===== src/rtl/uart_frame_master_if.sv =====
// rtl/uart_frame_master_if.sv - request/response handshake bundle for uart_frame_master
//
// Purpose: groups the word-level request and response signals of the UART
// frame master so they travel as one port.
// Signals:
//   req_data     request word, byte k = req_data[8k+7:8k]
//   req_valid    request offered by the host
//   req_ready    frame master can accept a request
//   rsp_data     last complete response word, byte k received k-th
//   rsp_valid    one-cycle pulse, rsp_data updated this cycle
//   rsp_timeout  one-cycle pulse, response collection aborted
// Modports:
//   master  host side (drives the request, observes the response)
//   slave   frame master side
interface uart_frame_master_if #(
  parameter int FRAME_BYTES = 8
);
  logic [8*FRAME_BYTES-1:0] req_data;
  logic                     req_valid;
  logic                     req_ready;
  logic [8*FRAME_BYTES-1:0] rsp_data;
  logic                     rsp_valid;
  logic                     rsp_timeout;

  modport master (
    output req_data, req_valid,
    input  req_ready, rsp_data, rsp_valid, rsp_timeout
  );

  modport slave (
    input  req_data, req_valid,
    output req_ready, rsp_data, rsp_valid, rsp_timeout
  );
endinterface


===== src/rtl/uart_frame_master.sv =====
// rtl/uart_frame_master.sv - host-side UART 8N1 frame master with strobe and response timeout
//
// Purpose: sends one request word as FRAME_BYTES UART bytes (LSB byte first),
// pulses frame_strobe to the peer, then collects FRAME_BYTES response bytes
// into one word, aborting if the line stays quiet for TIMEOUT_CYCLES.
// Ports:
//   clk, reset    system clock, synchronous active-high reset
//   bus           request/response handshake (uart_frame_master_if.slave)
//   tx            UART transmit, idle high
//   rx            UART receive, asynchronous
//   frame_strobe  "frame complete" pulse to the peer
//   busy          high in any state other than IDLE
//   rx_frame_err  one-cycle pulse, received byte had stop bit = 0
module uart_frame_master #(
  parameter int CLKS_PER_BIT   = 894,
  parameter int FRAME_BYTES    = 8,
  parameter int STROBE_CYCLES  = 4,
  parameter int TIMEOUT_CYCLES = 2_000_000
) (
  input  logic                 clk,
  input  logic                 reset,
  uart_frame_master_if.slave   bus,
  output logic                 tx,
  input  logic                 rx,
  output logic                 frame_strobe,
  output logic                 busy,
  output logic                 rx_frame_err
);
  localparam int W  = 8 * FRAME_BYTES;
  localparam int CW = (CLKS_PER_BIT > 1) ? $clog2(CLKS_PER_BIT) : 1;
  localparam int SW = (STROBE_CYCLES > 1) ? $clog2(STROBE_CYCLES) : 1;
  localparam int TW = $clog2(TIMEOUT_CYCLES + 1);
  localparam int BW = $clog2(FRAME_BYTES) + 1;

  localparam logic [CW-1:0] CPB_LAST  = CW'(CLKS_PER_BIT - 1);
  localparam logic [CW-1:0] HALF_LAST = CW'(CLKS_PER_BIT / 2 - 1);
  localparam logic [SW-1:0] STB_LAST  = SW'(STROBE_CYCLES - 1);
  localparam logic [TW-1:0] TO_LAST   = TW'(TIMEOUT_CYCLES - 1);
  localparam logic [BW-1:0] FB_N      = BW'(FRAME_BYTES);
  localparam logic [BW-1:0] FB_LAST   = BW'(FRAME_BYTES - 1);

  typedef enum logic [1:0] {IDLE, TX, STROBE, WAIT_RSP} state_t;
  typedef enum logic [1:0] {RX_IDLE, RX_START, RX_DATA, RX_STOP} rx_state_t;

  state_t          state;
  logic            req_ready_q, rsp_valid_q, rsp_timeout_q;
  logic [W-1:0]    rsp_data_q, staging, tx_word;
  logic [7:0]      tx_byte;
  logic [CW-1:0]   bit_cnt;
  logic [3:0]      bit_idx;
  logic [BW-1:0]   byte_idx, rx_count, rx_count_nxt;
  logic [SW-1:0]   stb_cnt;
  logic [TW-1:0]   to_cnt;

  rx_state_t       rx_state;
  logic            rx_s1, rx_s2, rx_prev, rx_done;
  logic [CW-1:0]   rx_cnt;
  logic [2:0]      rx_bit;
  logic [7:0]      rx_shift, rx_byte;

  assign bus.req_ready   = req_ready_q;
  assign bus.rsp_data    = rsp_data_q;
  assign bus.rsp_valid   = rsp_valid_q;
  assign bus.rsp_timeout = rsp_timeout_q;
  assign rx_count_nxt    = rx_count + BW'(1);

  // Receiver runs regardless of the frame state; it only produces byte-done
  // and framing-error events, which the main FSM filters.
  always_ff @(posedge clk) begin
    if (reset) begin
      rx_s1        <= 1'b1;
      rx_s2        <= 1'b1;
      rx_prev      <= 1'b1;
      rx_state     <= RX_IDLE;
      rx_cnt       <= '0;
      rx_bit       <= '0;
      rx_shift     <= '0;
      rx_byte      <= '0;
      rx_done      <= 1'b0;
      rx_frame_err <= 1'b0;
    end else begin
      rx_s1        <= rx;
      rx_s2        <= rx_s1;
      rx_prev      <= rx_s2;
      rx_done      <= 1'b0;
      rx_frame_err <= 1'b0;
      case (rx_state)
        RX_IDLE: begin
          if (rx_prev && !rx_s2) begin
            rx_state <= RX_START;
            rx_cnt   <= '0;
          end
        end
        RX_START: begin
          // Half a bit after the edge: a high line means a glitch, not a start bit.
          if (rx_cnt == HALF_LAST) begin
            rx_cnt   <= '0;
            rx_bit   <= '0;
            rx_state <= rx_s2 ? RX_IDLE : RX_DATA;
          end else begin
            rx_cnt <= rx_cnt + CW'(1);
          end
        end
        RX_DATA: begin
          if (rx_cnt == CPB_LAST) begin
            rx_cnt   <= '0;
            rx_shift <= {rx_s2, rx_shift[7:1]};
            if (rx_bit == 3'd7) rx_state <= RX_STOP;
            else                rx_bit   <= rx_bit + 3'd1;
          end else begin
            rx_cnt <= rx_cnt + CW'(1);
          end
        end
        RX_STOP: begin
          if (rx_cnt == CPB_LAST) begin
            rx_cnt   <= '0;
            rx_state <= RX_IDLE;
            if (rx_s2) begin
              rx_done <= 1'b1;
              rx_byte <= rx_shift;
            end else begin
              rx_frame_err <= 1'b1;
            end
          end else begin
            rx_cnt <= rx_cnt + CW'(1);
          end
        end
        default: rx_state <= RX_IDLE;
      endcase
    end
  end

  always_ff @(posedge clk) begin
    if (reset) begin
      state         <= IDLE;
      tx            <= 1'b1;
      req_ready_q   <= 1'b0;
      rsp_valid_q   <= 1'b0;
      rsp_timeout_q <= 1'b0;
      rsp_data_q    <= '0;
      frame_strobe  <= 1'b0;
      busy          <= 1'b0;
      staging       <= '0;
      tx_word       <= '0;
      tx_byte       <= '0;
      bit_cnt       <= '0;
      bit_idx       <= '0;
      byte_idx      <= '0;
      rx_count      <= '0;
      stb_cnt       <= '0;
      to_cnt        <= '0;
    end else begin
      rsp_valid_q   <= 1'b0;
      rsp_timeout_q <= 1'b0;
      case (state)
        IDLE: begin
          req_ready_q <= 1'b1;
          busy        <= 1'b0;
          tx          <= 1'b1;
          if (bus.req_valid && req_ready_q) begin
            state       <= TX;
            req_ready_q <= 1'b0;
            busy        <= 1'b1;
            tx          <= 1'b0;
            tx_byte     <= bus.req_data[7:0];
            tx_word     <= bus.req_data >> 8;
            bit_cnt     <= '0;
            bit_idx     <= '0;
            byte_idx    <= '0;
          end
        end
        TX: begin
          // bit_idx: 0 = start, 1..8 = data, 9 = stop; tx is loaded one bit ahead.
          if (bit_cnt == CPB_LAST) begin
            bit_cnt <= '0;
            if (bit_idx == 4'd9) begin
              bit_idx <= '0;
              if (byte_idx == FB_LAST) begin
                state        <= STROBE;
                tx           <= 1'b1;
                frame_strobe <= 1'b1;
                stb_cnt      <= '0;
              end else begin
                byte_idx <= byte_idx + BW'(1);
                tx       <= 1'b0;
                tx_byte  <= tx_word[7:0];
                tx_word  <= tx_word >> 8;
              end
            end else begin
              bit_idx <= bit_idx + 4'd1;
              tx      <= (bit_idx == 4'd8) ? 1'b1 : tx_byte[bit_idx[2:0]];
            end
          end else begin
            bit_cnt <= bit_cnt + CW'(1);
          end
        end
        STROBE: begin
          if (stb_cnt == STB_LAST) begin
            frame_strobe <= 1'b0;
            state        <= WAIT_RSP;
            rx_count     <= '0;
            to_cnt       <= '0;
            staging      <= '0;
          end else begin
            stb_cnt <= stb_cnt + SW'(1);
          end
        end
        WAIT_RSP: begin
          // Bytes shift in from the top so the first byte lands in the low lane.
          if (rx_done) begin
            to_cnt   <= '0;
            staging  <= {rx_byte, staging[W-1:8]};
            rx_count <= rx_count_nxt;
            if (rx_count_nxt == FB_N) begin
              rsp_data_q  <= {rx_byte, staging[W-1:8]};
              rsp_valid_q <= 1'b1;
              state       <= IDLE;
              req_ready_q <= 1'b1;
              busy        <= 1'b0;
            end
          end else if (to_cnt == TO_LAST) begin
            rsp_timeout_q <= 1'b1;
            state         <= IDLE;
            req_ready_q   <= 1'b1;
            busy          <= 1'b0;
            staging       <= '0;
            rx_count      <= '0;
          end else begin
            to_cnt <= to_cnt + TW'(1);
          end
        end
        default: state <= IDLE;
      endcase
    end
  end
endmodule


===== src/flat_wrapper.sv =====
// flat-port wrapper written by rule: the top's interface ports become plain ports
module uart_frame_master_flat 
#(
  parameter int CLKS_PER_BIT   = 894,
  parameter int FRAME_BYTES    = 8,
  parameter int STROBE_CYCLES  = 4,
  parameter int TIMEOUT_CYCLES = 2_000_000
)
  (clk, reset, tx, rx, frame_strobe, busy, rx_frame_err, bus_req_data, bus_req_valid, bus_req_ready, bus_rsp_data, bus_rsp_valid, bus_rsp_timeout);
  uart_frame_master_if #(.FRAME_BYTES(FRAME_BYTES)) bus_i ();
  input  logic clk;
  input  logic reset;
  output logic tx;
  input  logic rx;
  output logic frame_strobe;
  output logic busy;
  output logic rx_frame_err;
  input wire logic [$bits(bus_i.req_data)-1:0] bus_req_data;
  input wire logic [$bits(bus_i.req_valid)-1:0] bus_req_valid;
  output wire logic [$bits(bus_i.req_ready)-1:0] bus_req_ready;
  output wire logic [$bits(bus_i.rsp_data)-1:0] bus_rsp_data;
  output wire logic [$bits(bus_i.rsp_valid)-1:0] bus_rsp_valid;
  output wire logic [$bits(bus_i.rsp_timeout)-1:0] bus_rsp_timeout;
  assign bus_i.req_data = bus_req_data;
  assign bus_i.req_valid = bus_req_valid;
  assign bus_req_ready = bus_i.req_ready;
  assign bus_rsp_data = bus_i.rsp_data;
  assign bus_rsp_valid = bus_i.rsp_valid;
  assign bus_rsp_timeout = bus_i.rsp_timeout;
  uart_frame_master #(.CLKS_PER_BIT(CLKS_PER_BIT), .FRAME_BYTES(FRAME_BYTES), .STROBE_CYCLES(STROBE_CYCLES), .TIMEOUT_CYCLES(TIMEOUT_CYCLES)) u_core (.clk(clk), .reset(reset), .bus(bus_i), .tx(tx), .rx(rx), .frame_strobe(frame_strobe), .busy(busy), .rx_frame_err(rx_frame_err));
endmodule

===== config.mk =====
export PLATFORM = sky130hd
export DESIGN_NAME = uart_frame_master_flat
export DESIGN_NICKNAME = d
export VERILOG_FILES = /design/src/rtl/uart_frame_master_if.sv /design/src/rtl/uart_frame_master.sv /design/src/flat_wrapper.sv
export SDC_FILE = /design/constraint.sdc
export NUM_CORES = 1
export LEC_CHECK = 0
export BUFFER_PORTS_ARGS = -buffer_cell sky130_fd_sc_hd__buf_2
export CAP_MARGIN = 25
export CORE_MARGIN = 8
export CORE_UTILIZATION = 60
export CTS_CLUSTER_DIAMETER = 30
export DETAILED_ROUTE_END_ITERATION = 10
export PLACE_DENSITY = 0.85
export SETUP_SLACK_MARGIN = 0.05
export SYNTH_ARGS = -nofsm -noshare
export SYNTH_HDL_FRONTEND = slang
export SYNTH_SLANG_ARGS = --single-unit

===== constraint.sdc =====
create_clock -name clk -period 3.8 [get_ports clk]
set_input_delay 0.76 -clock clk [delete_from_list [all_inputs] [get_ports clk]]
set_output_delay 0.76 -clock clk [all_outputs]
set_load 0.05 [all_outputs]

* Word-level counts from Yosys, hierarchy flattened
Cells that the tools add are included.
** Operators by class
- Add/sub/neg operators :: 8
- Magnitude comparators :: 1
- Eq/ne operators :: 32
- Muxes and demuxes :: 88
- Bitwise gates (word level) :: 4
- Reductions and logical operators :: 29
** Operators by type and width (number)
- $mux 64 :: 7
- $pmux 64 s2 :: 2
- $mux 21 :: 3
- $mux 10 :: 5
- $pmux 21 s2 :: 1
- $mux 2 :: 18
- $mux 4 :: 9
- $mux 8 :: 4
- $pmux 10 s3 :: 1
- $pmux 4 s2 :: 3
- $add 21x1->21 const B :: 1
- $eq 21x21->1 const B :: 1
- $mux 1 :: 21
- $add 10x1->10 const B :: 2
- $eq 10x10->1 const B :: 2
- $ne 2x1->1 const B :: 10
- $pmux 10 s2 :: 1
- $reduce_and 5->1 :: 4
- $reduce_and 3->1 :: 6
- $pmux 2 s4 :: 2
- $pmux 8 s2 :: 1
- $add 4x1->4 const B :: 3
- $eq 4x4->1 const B :: 3
- $eq 10x9->1 const B :: 1
- 26 further kinds :: 51
** Storage, ports and cells
- Register bits :: 289
- Input port bits :: 68
- Output and inout bits :: 71

* Depth between registers and ports, before layout
Gate-level depths: netlist (run 1).
- Word-level depth :: 6
- Gate-level depth with buffers :: 9

* Least setup slack after synthesis (run 1)
Ideal clock, no wire load.
- Path kind :: register to register
- Start point :: register u_core.state[0]
- End point :: register u_core.to_cnt[17]
- Library setup time :: 0.058 ns
- Arrival time :: 2.084 ns
- Data required time :: 3.742 ns
- Setup slack :: 1.657 ns
- Cell stages (with the launch flop) :: 8
- Path buffers :: 0
- Period minus slack after synthesis :: 2.143 ns
- Path through :: dfxtp_1 inv_1 ha_1 mux2i_1 or3_1 or4_1 nor2_1 o211a_1
** Between the ends
- Cells in the longest elaborated chain, start to end :: 3
- Elaborated cells on any way between the ends :: 7
- Those cells by class :: eq/ne (4); mux (1); reduce/logical (2)
** Ends and longest elaborated chain
- from (decl) :: line uart_frame_master.sv:45 : state_t state;
- from (signal assigned) :: line uart_frame_master.sv:135 : state <= IDLE;
- from (signal assigned) :: line uart_frame_master.sv:161 : state <= TX;
- from (signal assigned) :: line uart_frame_master.sv:179 : state <= STROBE;
- $eq 2x2->1 :: line uart_frame_master.sv:155 : case (state)
- $ne 3x2->1 (no line) (tied with other cells)
- $reduce_and 3->1 (no line)
- to (signal assigned) :: line uart_frame_master.sv:229 : to_cnt <= to_cnt + TW'(1);
- to (decl) :: line uart_frame_master.sv:53 : logic [TW-1:0] to_cnt;
Parallel ways exist; a longest one is shown, timed or not.
A chain may end at the register's enable or synchronous reset.

* Final worst setup path (run 1)
- Start point :: register u_core.state[1]
- End point :: register u_core.tx_word[18]
** Between the ends
- Cells in the longest elaborated chain, start to end :: 3
- Elaborated cells on any way between the ends :: 9
- Those cells by class :: eq/ne (5); mux (1); reduce/logical (3)
** Ends and longest elaborated chain
- $eq 2x1->1 / $logic_not 2->1 (equally long branches) :: line uart_frame_master.sv:155
- $ne 2x2->1 (no line) (tied with other cells)
- $reduce_and 5->1 (no line)
- to (signal assigned) :: line uart_frame_master.sv:166 : tx_word <= bus.req_data >> 8;
- to (signal assigned) :: line uart_frame_master.sv:187 : tx_word <= tx_word >> 8;
- to (decl) :: line uart_frame_master.sv:47 : logic [W-1:0] rsp_data_q, staging, tx_word;
Parallel ways exist; a longest one is shown, timed or not.

==> results by stage, run 1 <==
Run status:
- The flow ran to the end, and the final reports show no timing, DRC or antenna violations.

Pwr:
- The areal power density over the cells is 644 nW/um^2.
- The worst-case IR drop observed on VDD is 0.432 mV.
- The analysis attributes to cell leakage a power of 5.46 nW.

Critical path:
- The slowest stage of the critical path is the sky130_fd_sc_hd__a31o_4 cell.
- The signal on the critical path passes through inv_1, ha_4, nand2b_1, nand2_1, a31o_4, buf_12, nor2_1, a211oi_1.
- The reg-to-reg critical path startpoint is u_core.state[1].
- At the worst endpoint, the required time is 4.24 ns.
- The capturing point of the worst reg2reg path is u_core.tx_word[18].
- The worst-case register-to-register setup slack is 1.11 ns.
- STA classifies the critical path endpoint as a flop.
- Along the worst path, the maximum fanout reaches 71.
- The worst reg2reg path depth is 8.
- The kind of cell with the highest combined delay along the critical path is compound AO/OA/AOI/OAI gates.
- The largest stage delay on the critical path is 0.53 ns.
- The worst setup path is launched from a flop.
- Data arrives at the worst endpoint at 3.13 ns.
- The number of buffer and inverter instances along the worst setup path is 2.
- The critical path start-end classification is reg2reg.

Yosys:
- Of the synthesized area, sequential elements account for 47.6%.
- The average cell area after synthesis is 8.64 sq um.
- The number of nets in the synthesized netlist is 1411.
- The gate count of the mapped netlist is 1328.
- After synthesis, the share of flip-flops with an asynchronous set or reset is 0%.
- The top flip-flop cell by instance count after synthesis is sky130_fd_sc_hd__dfxtp_1.
- The count of cell types in the netlist is 65.
- Summing every instance area after synthesis gives 11500 sq um.
- The number of enable flip-flop cells after synthesis is 0.
- For this run, the number of Yosys warnings is 0.
- After synthesis the netlist holds a flip-flop and latch count of 273.

Cells and area:
- The library cell used most frequently in the layout, excluding fill and tap cells, is sky130_fd_sc_hd__nand2_1.
- The layout net count is 1524.
- The filler cells instantiated in the layout total 1252.
- The ratio of cells with drive above 1 in the final layout is 17.1%.
- The number of antenna repair diodes is 0.
- In the final layout, the multi-input gates occupy 5640 sq um.
- In the layout the commonest cells are 290 x sky130_fd_sc_hd__nand2_1, 273 x sky130_fd_sc_hd__dfxtp_1, 137 x sky130_fd_sc_hd__buf_2.
- The sequential cells in the finished layout cover a total of 5470 sq um.
- The finished layout holds 1711 standard cells, fillers aside.
- Relative to the synthesized area, the layout overhead comes to 20.7%.

Routing:
- After detailed routing, the total wire length is 28.8 mm.
- The DRC violations left is 0.
- The post-route antenna net violation count is 0.
- The routed layout has 10200 vias.
- The first detailed-routing pass ran for 6 iterations.
- In this run, the number of DRC markers left after iteration 0 of detailed routing was 990.
- Dividing the detail-routed wire length by the instance count gives 16.8 um.
- The per-cell via count in the routed design is 5.94.

Min path:
- The start point of the worst hold path is u_core.rx_s1.
- The path class of the tightest hold or removal check is reg2reg.
- Along the worst hold path, the cell count comes to 1.
- The path with the worst hold slack has its endpoint at u_core.rx_s2.

Clocking:
- The root buffer cell chosen for the clock tree is sky130_fd_sc_hd__clkbuf_16.
- The CTS buffer count is 46.
- The total of hold buffers inserted after clock tree synthesis is 0.
- The post-CTS resize count is 0.
- The buffer count from post-CTS setup fixing is 0.
- Clock latency on the worst-skew pair, taken at its later pin, is 0.54 ns.
- The number of sinks on the clock net is 273.
- After clock tree synthesis, the clock-pin slew on the worst setup and hold paths is 0.06 ns.
- In this run the number of H-tree levels came out at 2.
- The TritonCTS clock tree is yes.
- The clock passes through at most 3 buffers.

Floorplanning:
- During I/O placement, the number of pins put on the boundary was 139.
- The number of core rows is 50.
- The floorplan step set the die height to 154 um.
- The die covers 23800 sq um.
- For this configuration, the core starts out at a cell density of 61.1%.
- The core footprint is 18800 sq um.
- The die is 154 um wide.

Global route:
- The total global-route track usage is 23.4%.
- The number of antenna violations at the first check in global routing is 1.
- The number of global-route vias before repair was 9977.
- Entering global routing, the biggest net connects 72 pins.
- The aggregate global routing overflow is 0.
- The first global-routing pass estimated 47.7 mm of wire.

Timing:
- The number of slew-limit violations in the final report is 0.
- The number of setup violations in the final report is 0.
- Setup repair after global routing left no endpoint under its margin.
- The maximum clock frequency is 371 MHz.
- Measured against its own limit, the worst slew margin works out to 38.3%.
- The number of endpoints with negative hold slack in the final report is 0.
- The final setup TNS is 0 ns.
- After layout, the minimum clock period comes to 2.69 ns.
- The final cycle utilization of the critical path is 70.8%.
- The final worst clock skew is 0.0202 ns.
- The transition time at the pin with the least slew margin is 0.900 ns.

Run:
- The total of max-cap violations is 0.

Place:
- The total placed cells including tap cells is 1626.
- Buffers placed on the I/O ports in this run total 138.
- The global placement routability congestion is 0.917.
- Summed over all nets, the half-perimeter wirelength after detailed placement is 17.7 mm.
how the worst max path moves through the flow:
stage / start / to / slack (ns) / cells past startpoint
3_3_place_gp: u_core.state[0] / u_core.to_cnt[15] / 1.34 / 5
4_1_cts: u_core.state[1] / u_core.tx_word[18] / 1.18 / 8
2_1_floorplan: u_core.state[0] / u_core.to_cnt[17] / 1.66 / 7
5_1_grt: u_core.state[1] / u_core.tx_word[7] / 0.90 / 8
6_report: u_core.state[1] / u_core.tx_word[18] / 1.11 / 8
3_5_place_dp: u_core.state[1] / u_core.tx_word[15] / 1.18 / 8
metrics by stage:
step                      utilization (%)  setup WS [ns]  area [sq um]  hold WS, ns  total power [mW]
final                                73.8           1.11         13800        0.408              8.92
after global routing                 73.8          0.904         13800        0.409              9.24
after CTS                            73.7           1.18         13800        0.409              8.93
after detailed placement             65.3           1.18         12300        0.397              4.77
after global placement               65.3           1.34         12300        0.399              4.73
after floorplan                         -           1.66         11500        0.389              4.46
cell usage after synthesis, types with 6 or more instances:
library cell	number	area [sq um]
sky130_fd_sc_hd__buf_2	19	95.1
sky130_fd_sc_hd__nand2b_1	6	37.5
sky130_fd_sc_hd__ha_1	15	188
sky130_fd_sc_hd__nor2_1	116	435
sky130_fd_sc_hd__inv_1	16	60.1
sky130_fd_sc_hd__and3_1	6	37.5
sky130_fd_sc_hd__nand2_1	291	1090
sky130_fd_sc_hd__clkbuf_1	62	233
sky130_fd_sc_hd__nand3_1	36	180
sky130_fd_sc_hd__a211oi_1	60	450
sky130_fd_sc_hd__a21oi_1	102	510
sky130_fd_sc_hd__nand4_1	19	119
sky130_fd_sc_hd__nor4_1	7	43.8
sky130_fd_sc_hd__a22o_1	8	70.1
sky130_fd_sc_hd__xor2_1	9	78.8
sky130_fd_sc_hd__mux2i_1	130	1300
sky130_fd_sc_hd__nor3_1	17	85.1
sky130_fd_sc_hd__dfxtp_1	273	5470
sky130_fd_sc_hd__o21ai_0	30	150
sky130_fd_sc_hd__or3_1	8	50.1
sky130_fd_sc_hd__a31oi_1	7	43.8
sky130_fd_sc_hd__xnor2_1	7	61.3
registers in the layout, summed over array words and instances (netlist names), 2 cells and up, named ones only:
| name | count |
|---|---|
| u_core.rx_shift | 8 |
| u_core.rx_bit | 3 |
| u_core.rx_count | 4 |
| u_core.tx_byte | 8 |
| u_core.bit_cnt | 10 |
| u_core.bit_idx | 4 |
| u_core.state | 2 |
| u_core.to_cnt | 21 |
| u_core.staging | 56 |
| u_core.tx_word | 56 |
| u_core.bus.rsp_data | 64 |
| u_core.stb_cnt | 2 |
| u_core.rx_byte | 8 |
| u_core.byte_idx | 4 |
| u_core.rx_cnt | 10 |
routing by layer:
layer / track usage, % / vias to the layer above / part of all wire, %
met5: 0 / - / 0.045
met4: 9.10 / 2 / 3.1
met3: 5.04 / 85 / 6.2
met2: 39.9 / 396 / 49
met1: 28.3 / 4792 / 42
li1: - / 4887 / -
final cells by class:
class | instances | share of cell area, %
Clock buffer | 54 | 8.82
Clock inverter | 30 | 2.59
Inverter | 16 | 0.434
Multi-Input combinational cell | 952 | 40.7
Sequential cell | 273 | 39.5
Tap cell | 234 | 2.11
Timing Repair Buffer | 152 | 5.88
cells by family after synthesis:
| logic type | share of synthesized area, % |
|---|---|
| AO/OA/AOI/OAI | 13.5 |
| XOR/XNOR | 1.22 |
| adder cells (fa/ha/maj) | 1.64 |
| buffers and inverters | 3.61 |
| flip-flops | 47.6 |
| multiplexers | 11.5 |
| AND/OR/NAND/NOR | 20.8 |
power breakdown:
group	switching, mW	leakage, nW	internal, mW
registers	0.148	2.21	3.08
clock network	1.51	0.753	2.63
logic	0.935	2.50	0.617
total	2.59	5.46	6.32
(Power assumes the default switching activity.)
==> run 2, diff against run 1 <==
Settings changed: CORE_UTILIZATION 60 to 58, PLACE_DENSITY 0.85 to 0.83.
Clock period 3.8 ns to 2.6 ns, I/O delays scaled along.
==> results by stage, run 2 (synthesis results as in run 1) <==
Critical path:
- The highest-delay cell along the critical path is sky130_fd_sc_hd__a31o_4.
- Traced cell by cell, the critical path runs through inv_1, ha_1, nand2b_1, nand2_1, a31o_4, buf_12, nor2_1, a211oi_1.
- The worst register-to-register path begins at u_core.state[0].
- The worst reg2reg path depth came to 8 (unchanged).
- STA classifies the critical path endpoint as a flop.
- The worst-case register-to-register setup slack is 0.26 ns (-0.85 ns).
- The arrival time reported for the critical path endpoint came to 2.76 ns (-0.37 ns).
- The worst register-to-register path ends at u_core.tx_word[10].
- The largest fanout on the critical path is 35 (-51%).
- STA classifies the critical path startpoint as a flop.
- The largest stage delay on the critical path is 0.44 ns (-0.09 ns).
- The critical path start-end classification is reg2reg.
- The data required time of the worst path came to 3.02 ns (-1.22 ns).

Clocking:
- The insertion delay of the later-clocked pin in the worst-skew pair is 0.53 ns (about the same).
- The post-CTS resize count came to 0 (unchanged).
- The tree is rooted in a sky130_fd_sc_hd__clkbuf_16.
- The number of levels the H-tree was split into came to 2 (unchanged).
- The CTS buffer count is 43 (-6.5%).
- The buffer count from post-CTS setup fixing was 0 (unchanged).
- The total of hold buffers inserted after clock tree synthesis came to 0 (unchanged).
- The clock edge transition at the registers on the reported setup and hold paths is 0.05 ns (about the same).
- TritonCTS built the clock tree.
- The maximum root-to-sink buffer count was 3 (unchanged).
- The number of sinks on the clock net is 273 (unchanged).

Global route:
- The number of global-route vias before repair came to 9821 (-1.6%).
- The global-route wire length before repair came to 45.8 mm (-3.8%).
- The largest net degree at the start of global routing is 134 (+86%).
- The total global-route track usage is 22.1% (-1.3 points).
- The aggregate global routing overflow was 0 (unchanged).
- The number of antenna violations at the first check in global routing is 0 (-1).

Place:
- The final HPWL from detailed placement is 17.8 mm (+0.96%).
- The total placed cells including tap cells was 1670 (+2.7%).
- The global placement routability congestion is 0.880 (-4.1%).
- The count of port buffers added during placement is 138 (unchanged).

Pwr:
- The areal power density over the cells is 905 nW/um^2 (+41%).
- The static leakage was 5.47 nW (+0.29%).
- The worst-case vdd ir drop is 0.873 mV (+100%).

Floorplanning:
- The number of core rows is 51 (+2.0%).
- The die extent in x is 157 um (+1.5%).
- The height of the die was 157 um (+1.5%).
- The number of top-level design ports is 139 (unchanged).
- The effective utilization at floorplan was 59.0% (-2.2 points).
- The core footprint is 19500 sq um (+3.7%).
- The floorplan die area is 24500 sq um (+3.1%).

Cells and area:
- The ratio of cells with drive above 1 in the final layout is 17.3% (+0.26 points).
- The number of fill cells is 1402 (+12%).
- The number of flip-flops in the largest register came to 64 (unchanged).
- The layout net count is 1533 (+0.59%).
- Leaving out fill and tap cells, the most frequent cells in the layout are 290 x sky130_fd_sc_hd__nand2_1, 273 x sky130_fd_sc_hd__dfxtp_1, 137 x sky130_fd_sc_hd__buf_2.
- The growth of design area from synthesis to finish is 21.2%.
- The combined area of the multi-input logic cells is 5640 sq um (about the same).
- The library cell used most frequently in the layout, excluding fill and tap cells, is sky130_fd_sc_hd__nand2_1.
- The number of antenna repair diodes is 0 (unchanged).
- The flip-flop and latch area was 5470 sq um (unchanged).
- The final non-filler cell total is 1749 (+2.2%).

Min path:
- The path type of the worst min-delay path is in2reg.
- The start point of the worst hold path is rx.
- The number of cells on the worst hold path is 2 (+1).
- The worst hold path terminates at u_core.rx_s1.

Timing:
- The final setup TNS is 0 ns (unchanged).
- The final cycle utilization of the critical path is 90.0% (+19 points).
- The worst max-slew margin expressed relative to the limit was 59.1% (+21 points).
- The time the worst path needs with I/O delays and setup is 2.34 ns (-0.351 ns).
- The transition time at the pin with the least slew margin came to 0.612 ns (-0.288 ns).
- The number of setup violations in the final report is 0 (unchanged).
- The final worst clock skew came to 0.0157 ns (-0.00450 ns).
- The number of endpoints with negative hold slack in the final report is 0 (unchanged).
- Setup repair after global routing left no endpoint under its margin.
- The maximum clock frequency is 427 MHz (+15%).
- The number of slew-limit violations in the final report is 0 (unchanged).

Routing:
- The post-route antenna net violation count is 0 (unchanged).
- The DRC marker count from the first detailed-route iteration came to 649 (-34%).
- The DRC violations left was 0 (unchanged).
- The wire length reported by the detailed router is 27.8 mm (-3.7%).
- The detailed-router iteration count before antenna repair is 6 (unchanged).
- The average routed wire per standard cell is 15.9 um (-5.8%).
- The via count is 10000 (-1.5%).
- The per-cell via count in the routed design is 5.72 (-3.6%).

Run status:
- The run finished with clean final reports.

Run:
- The total of max-cap violations is 0 (unchanged).
-- run 2: cell types whose count changed in the layout (fill, tap and decap cells not counted), sizes merged --
cell      change
bufinv        -1
clkinv        +3
clkinvlp      -1
inv           -6
buf          +12
-- run 2: worst max-delay path by stage --
stage | from | end | slack [ns] | cells past startpoint
after CTS | u_core.state[0] | u_core.staging[54] | 0.26 | 7
after detailed placement | u_core.state[0] | u_core.staging[43] | 0.30 | 7
final | u_core.state[0] | u_core.tx_word[10] | 0.26 | 8
after global routing | u_core.state[0] | u_core.tx_word[23] | 0.12 | 8
after global placement | u_core.state[0] | u_core.staging[9] | 0.37 | 7
after floorplan | u_core.state[0] | u_core.to_cnt[17] | 0.46 | 7
-- run 2: per-stage QoR --
stage	util [%]	cell area, sq um	hold WS [ns]	setup slack (ns)	power, mW
floorplan	-	11500	0.389	0.457	6.52
global placement	64.1	12500	0.393	0.367	6.99
detailed placement	64.1	12500	0.398	0.298	7.05
CTS	71.4	13900	0.170	0.256	12.6
global route	71.4	13900	0.170	0.119	13.1
finish	71.4	13900	0.185	0.259	12.6
-- run 2: layer usage --
metal	wire length [um]	part of all wire (%)	track usage, %	vias up
met2	13700	49	38.2	328
met5	0	0	0	-
met3	1590	5.7	4.38	66
met4	670	2.4	8.33	0
met1	11800	42	26.5	4707
li1	-	-	-	4912
-- run 2: final cells by class --
| type | count | share of cell area (%) |
|---|---|---|
| inverter | 16 | 0.432 |
| tap | 265 | 2.38 |
| multi-input combinational | 952 | 40.5 |
| clock inverter | 25 | 1.89 |
| clock buffer | 54 | 8.40 |
| sequential | 273 | 39.3 |
| timing repair buffer | 164 | 7.05 |
-- run 2: critical path: cells and delay by family, from the launching register on --
kind            cells  cell delay (ns)
simple gates        3             0.51
compound gates      2             0.70
fa+ha+maj           1             0.27
flops               1             0.42
buf+inv             2             0.34
-- run 2: power by group --
| part | internal, mW | switching (mW) | leakage [nW] |
|---|---|---|---|
| clock network | 3.53 | 2.04 | 0.686 |
| logic | 0.962 | 1.36 | 2.58 |
| registers | 4.50 | 0.208 | 2.21 |
==> run 3, diff against run 2 <==
Settings changed: BUFFER_PORTS_ARGS -buffer_cell sky130_fd_sc_hd__buf_2 to unset, CORE_UTILIZATION 58 to 60, DONT_BUFFER_PORTS set to 1, PLACE_DENSITY 0.83 to 0.79, RECOVER_POWER set to 50.
==> results by stage, run 3 (synthesis results as in run 1) <==
Cells and area:
- The layout net count is 1395 (-9.0%).
- Leaving out fill and tap cells, the most frequent cell in the layout is sky130_fd_sc_hd__nand2_1.
- The number of fill cells is 1389 (-0.93%).
- The flip-flop and latch area is 5470 sq um (unchanged).
- The number of flip-flops in the largest register is 64 (unchanged).
- In the layout the commonest cells are 290 x sky130_fd_sc_hd__nand2_1, 273 x sky130_fd_sc_hd__dfxtp_1, 130 x sky130_fd_sc_hd__mux2i_1.
- The growth of design area from synthesis to finish is 16.0%.
- The final non-filler cell total is 1581 (-9.6%).
- The number of antenna repair diodes was 0 (unchanged).
- The combined area of the multi-input logic cells is 5640 sq um (about the same).
- The ratio of cells with drive above 1 in the final layout was 8.91% (-8.4 points).

Clocking:
- The number of levels the H-tree was split into came to 2 (unchanged).
- The CTS buffer count is 45 (+4.7%).
- The maximum root-to-sink buffer count is 3 (unchanged).
- The tree is rooted in a sky130_fd_sc_hd__clkbuf_16.
- The clock edge transition at the registers on the reported setup and hold paths was 0.05 ns (about the same).
- The buffer count from post-CTS setup fixing is 0 (unchanged).
- TritonCTS built the clock tree.
- The post-CTS resize count is 0 (unchanged).
- The number of sinks on the clock net is 273 (unchanged).
- The insertion delay of the later-clocked pin in the worst-skew pair came to 0.54 ns (about the same).
- The total of hold buffers inserted after clock tree synthesis is 0 (unchanged).

Place:
- The count of port buffers added during placement is 0 (-100%).
- The total placed cells including tap cells is 1499 (-10%).
- The global placement routability congestion is 0.880 (about the same).
- The final HPWL from detailed placement was 16.5 mm (-7.6%).

Global route:
- The aggregate global routing overflow is 0 (unchanged).
- The largest net degree at the start of global routing is 183 (+37%).
- The global-route wire length before repair is 43.3 mm (-5.6%).
- The number of antenna violations at the first check in global routing is 0 (unchanged).
- The number of global-route vias before repair is 8734 (-11%).
- The total global-route track usage came to 21.3% (-0.77 points).

Run:
- The total of max-cap violations is 0 (unchanged).

Run status:
- The flow ran to the end, and the final reports show no timing, DRC or antenna violations.

Timing:
- The time the worst path needs with I/O delays and setup was 2.37 ns (+0.0329 ns).
- The final cycle utilization of the critical path is 91.3% (+1.3 points).
- The final setup TNS came to 0 ns (unchanged).
- The maximum clock frequency was 421 MHz (-1.4%).
- The number of slew-limit violations in the final report was 0 (unchanged).
- The final worst clock skew is 0.0193 ns (+0.00358 ns).
- The transition time at the pin with the least slew margin is 0.716 ns (+0.104 ns).
- The number of endpoints with negative hold slack in the final report is 0 (unchanged).
- Setup repair after global routing left no endpoint under its margin.
- The number of setup violations in the final report is 0 (unchanged).
- The worst max-slew margin expressed relative to the limit is 52.3% (-6.8 points).

Critical path:
- The largest fanout on the critical path was 11 (-69%).
- The data required time of the worst path is 3.05 ns (+0.03 ns).
- The nature of the critical path startpoint is a flop.
- The critical path start-end classification is reg2reg.
- The arrival time reported for the critical path endpoint was 2.82 ns (+0.06 ns).
- The capturing element type of the critical path is a flop.

Min path:
- The worst hold path belongs to the class in2reg.

Pwr:
- The portion of total power attributed to sequential cells is 36.3% (-1.1 points).
- The power share of the combinational group is 16.3% (-2.2 points).
- The net switching power is 3.61 mW (+0.23%).
- The clock share of power is 47.4% (+3.2 points).
- The static leakage was 4.89 nW (-11%).
- The share of total power consumed by net switching came to 27.6% (-1.0 points).
- The internal power consumption came to 9.46 mW (+5.3%).
- The worst-case vdd ir drop is 0.752 mV (-14%).
- The areal power density over the cells is 983 nW/um^2 (+8.6%).

Routing:
- The detailed-router iteration count before antenna repair is 5 (-1).
- The post-route antenna net violation count is 0 (unchanged).
- The per-cell via count in the routed design is 5.93 (+3.5%).
- The via count is 9371 (-6.4%).
- The DRC violations left came to 0 (unchanged).
- The wire length reported by the detailed router is 26.3 mm (-5.1%).
- The average routed wire per standard cell is 16.7 um (+4.9%).
- The DRC marker count from the first detailed-route iteration came to 706 (+8.8%).

Floorplanning:
- The core footprint came to 18800 sq um (-3.6%).
- The height of the die is 154 um (-1.5%).
- The floorplan die area was 23800 sq um (-3.0%).
- The effective utilization at floorplan came to 61.1% (+2.2 points).
- The number of top-level design ports is 139 (unchanged).
- The number of core rows is 50 (-2.0%).
- The die extent in x is 154 um (-1.5%).
==> run 3: stage by stage <==
| step | utilization, % | setup slack [ns] | instance area [sq um] | power [mW] | hold WS, ns |
|---|---|---|---|---|---|
| final | 70.9 | 0.226 | 13300 | 13.1 | 0.0618 |
| after global routing | 70.9 | 0.0832 | 13300 | 13.6 | 0.0490 |
| after CTS | 71.0 | 0.266 | 13300 | 13.2 | 0.0564 |
| after detailed placement | 62.5 | 0.263 | 11700 | 6.94 | 0.398 |
| after global placement | 62.5 | 0.435 | 11700 | 6.89 | 0.397 |
| after floorplan | - | 0.457 | 11500 | 6.52 | 0.389 |
==> run 3: area by class of cell <==
| cell class | count | share of cell area [%] |
|---|---|---|
| sequential | 273 | 41.1 |
| multi-input combinational | 952 | 42.4 |
| clock inverter | 28 | 2.79 |
| clock buffer | 54 | 9.33 |
| tap | 234 | 2.20 |
| inverter | 16 | 0.451 |
| timing repair buffer | 24 | 1.79 |
==> run 3: power by group through the flow <==
stage                     clock [mW]  sequential, mW  combinational, mW
after floorplan                    0            4.78               1.74
after global placement             0            4.81               2.08
after detailed placement           0            4.82               2.12
after CTS                       6.27            4.74               2.15
after global routing            6.49            4.78               2.31
final                           6.19            4.74               2.14
==> run 3: final timing paths <==
kind                        start                 endpoint  slack (ns)  cells past startpoint
hold / removal              reset  u_core.bus.rsp_data[18]        0.06                      1
hold reg to reg      u_core.rx_s1             u_core.rx_s2        0.41                      1
setup / recovery  u_core.state[0]         u_core.to_cnt[9]        0.23                      7
setup reg to reg  u_core.state[0]         u_core.to_cnt[9]        0.23                      7
==> run 3: worst max-delay path, cell delays in order (launching register included) <==
cell and delay, ns:
sky130_fd_sc_hd__dfxtp_1 0.43, sky130_fd_sc_hd__ha_1 0.41, sky130_fd_sc_hd__mux2i_1 0.17, sky130_fd_sc_hd__buf_4 0.20
sky130_fd_sc_hd__nor3_1 0.36, sky130_fd_sc_hd__o31ai_1 0.22, sky130_fd_sc_hd__or3_1 0.38, sky130_fd_sc_hd__a21oi_1 0.14
==> run 3: layer usage <==
metal	wire, um	global-route usage (%)	up-vias
met5	0	0	-
met4	653	7.70	0
met3	1770	5.52	50
met2	12900	36.1	251
met1	11000	25.7	4434
li1	-	-	4636
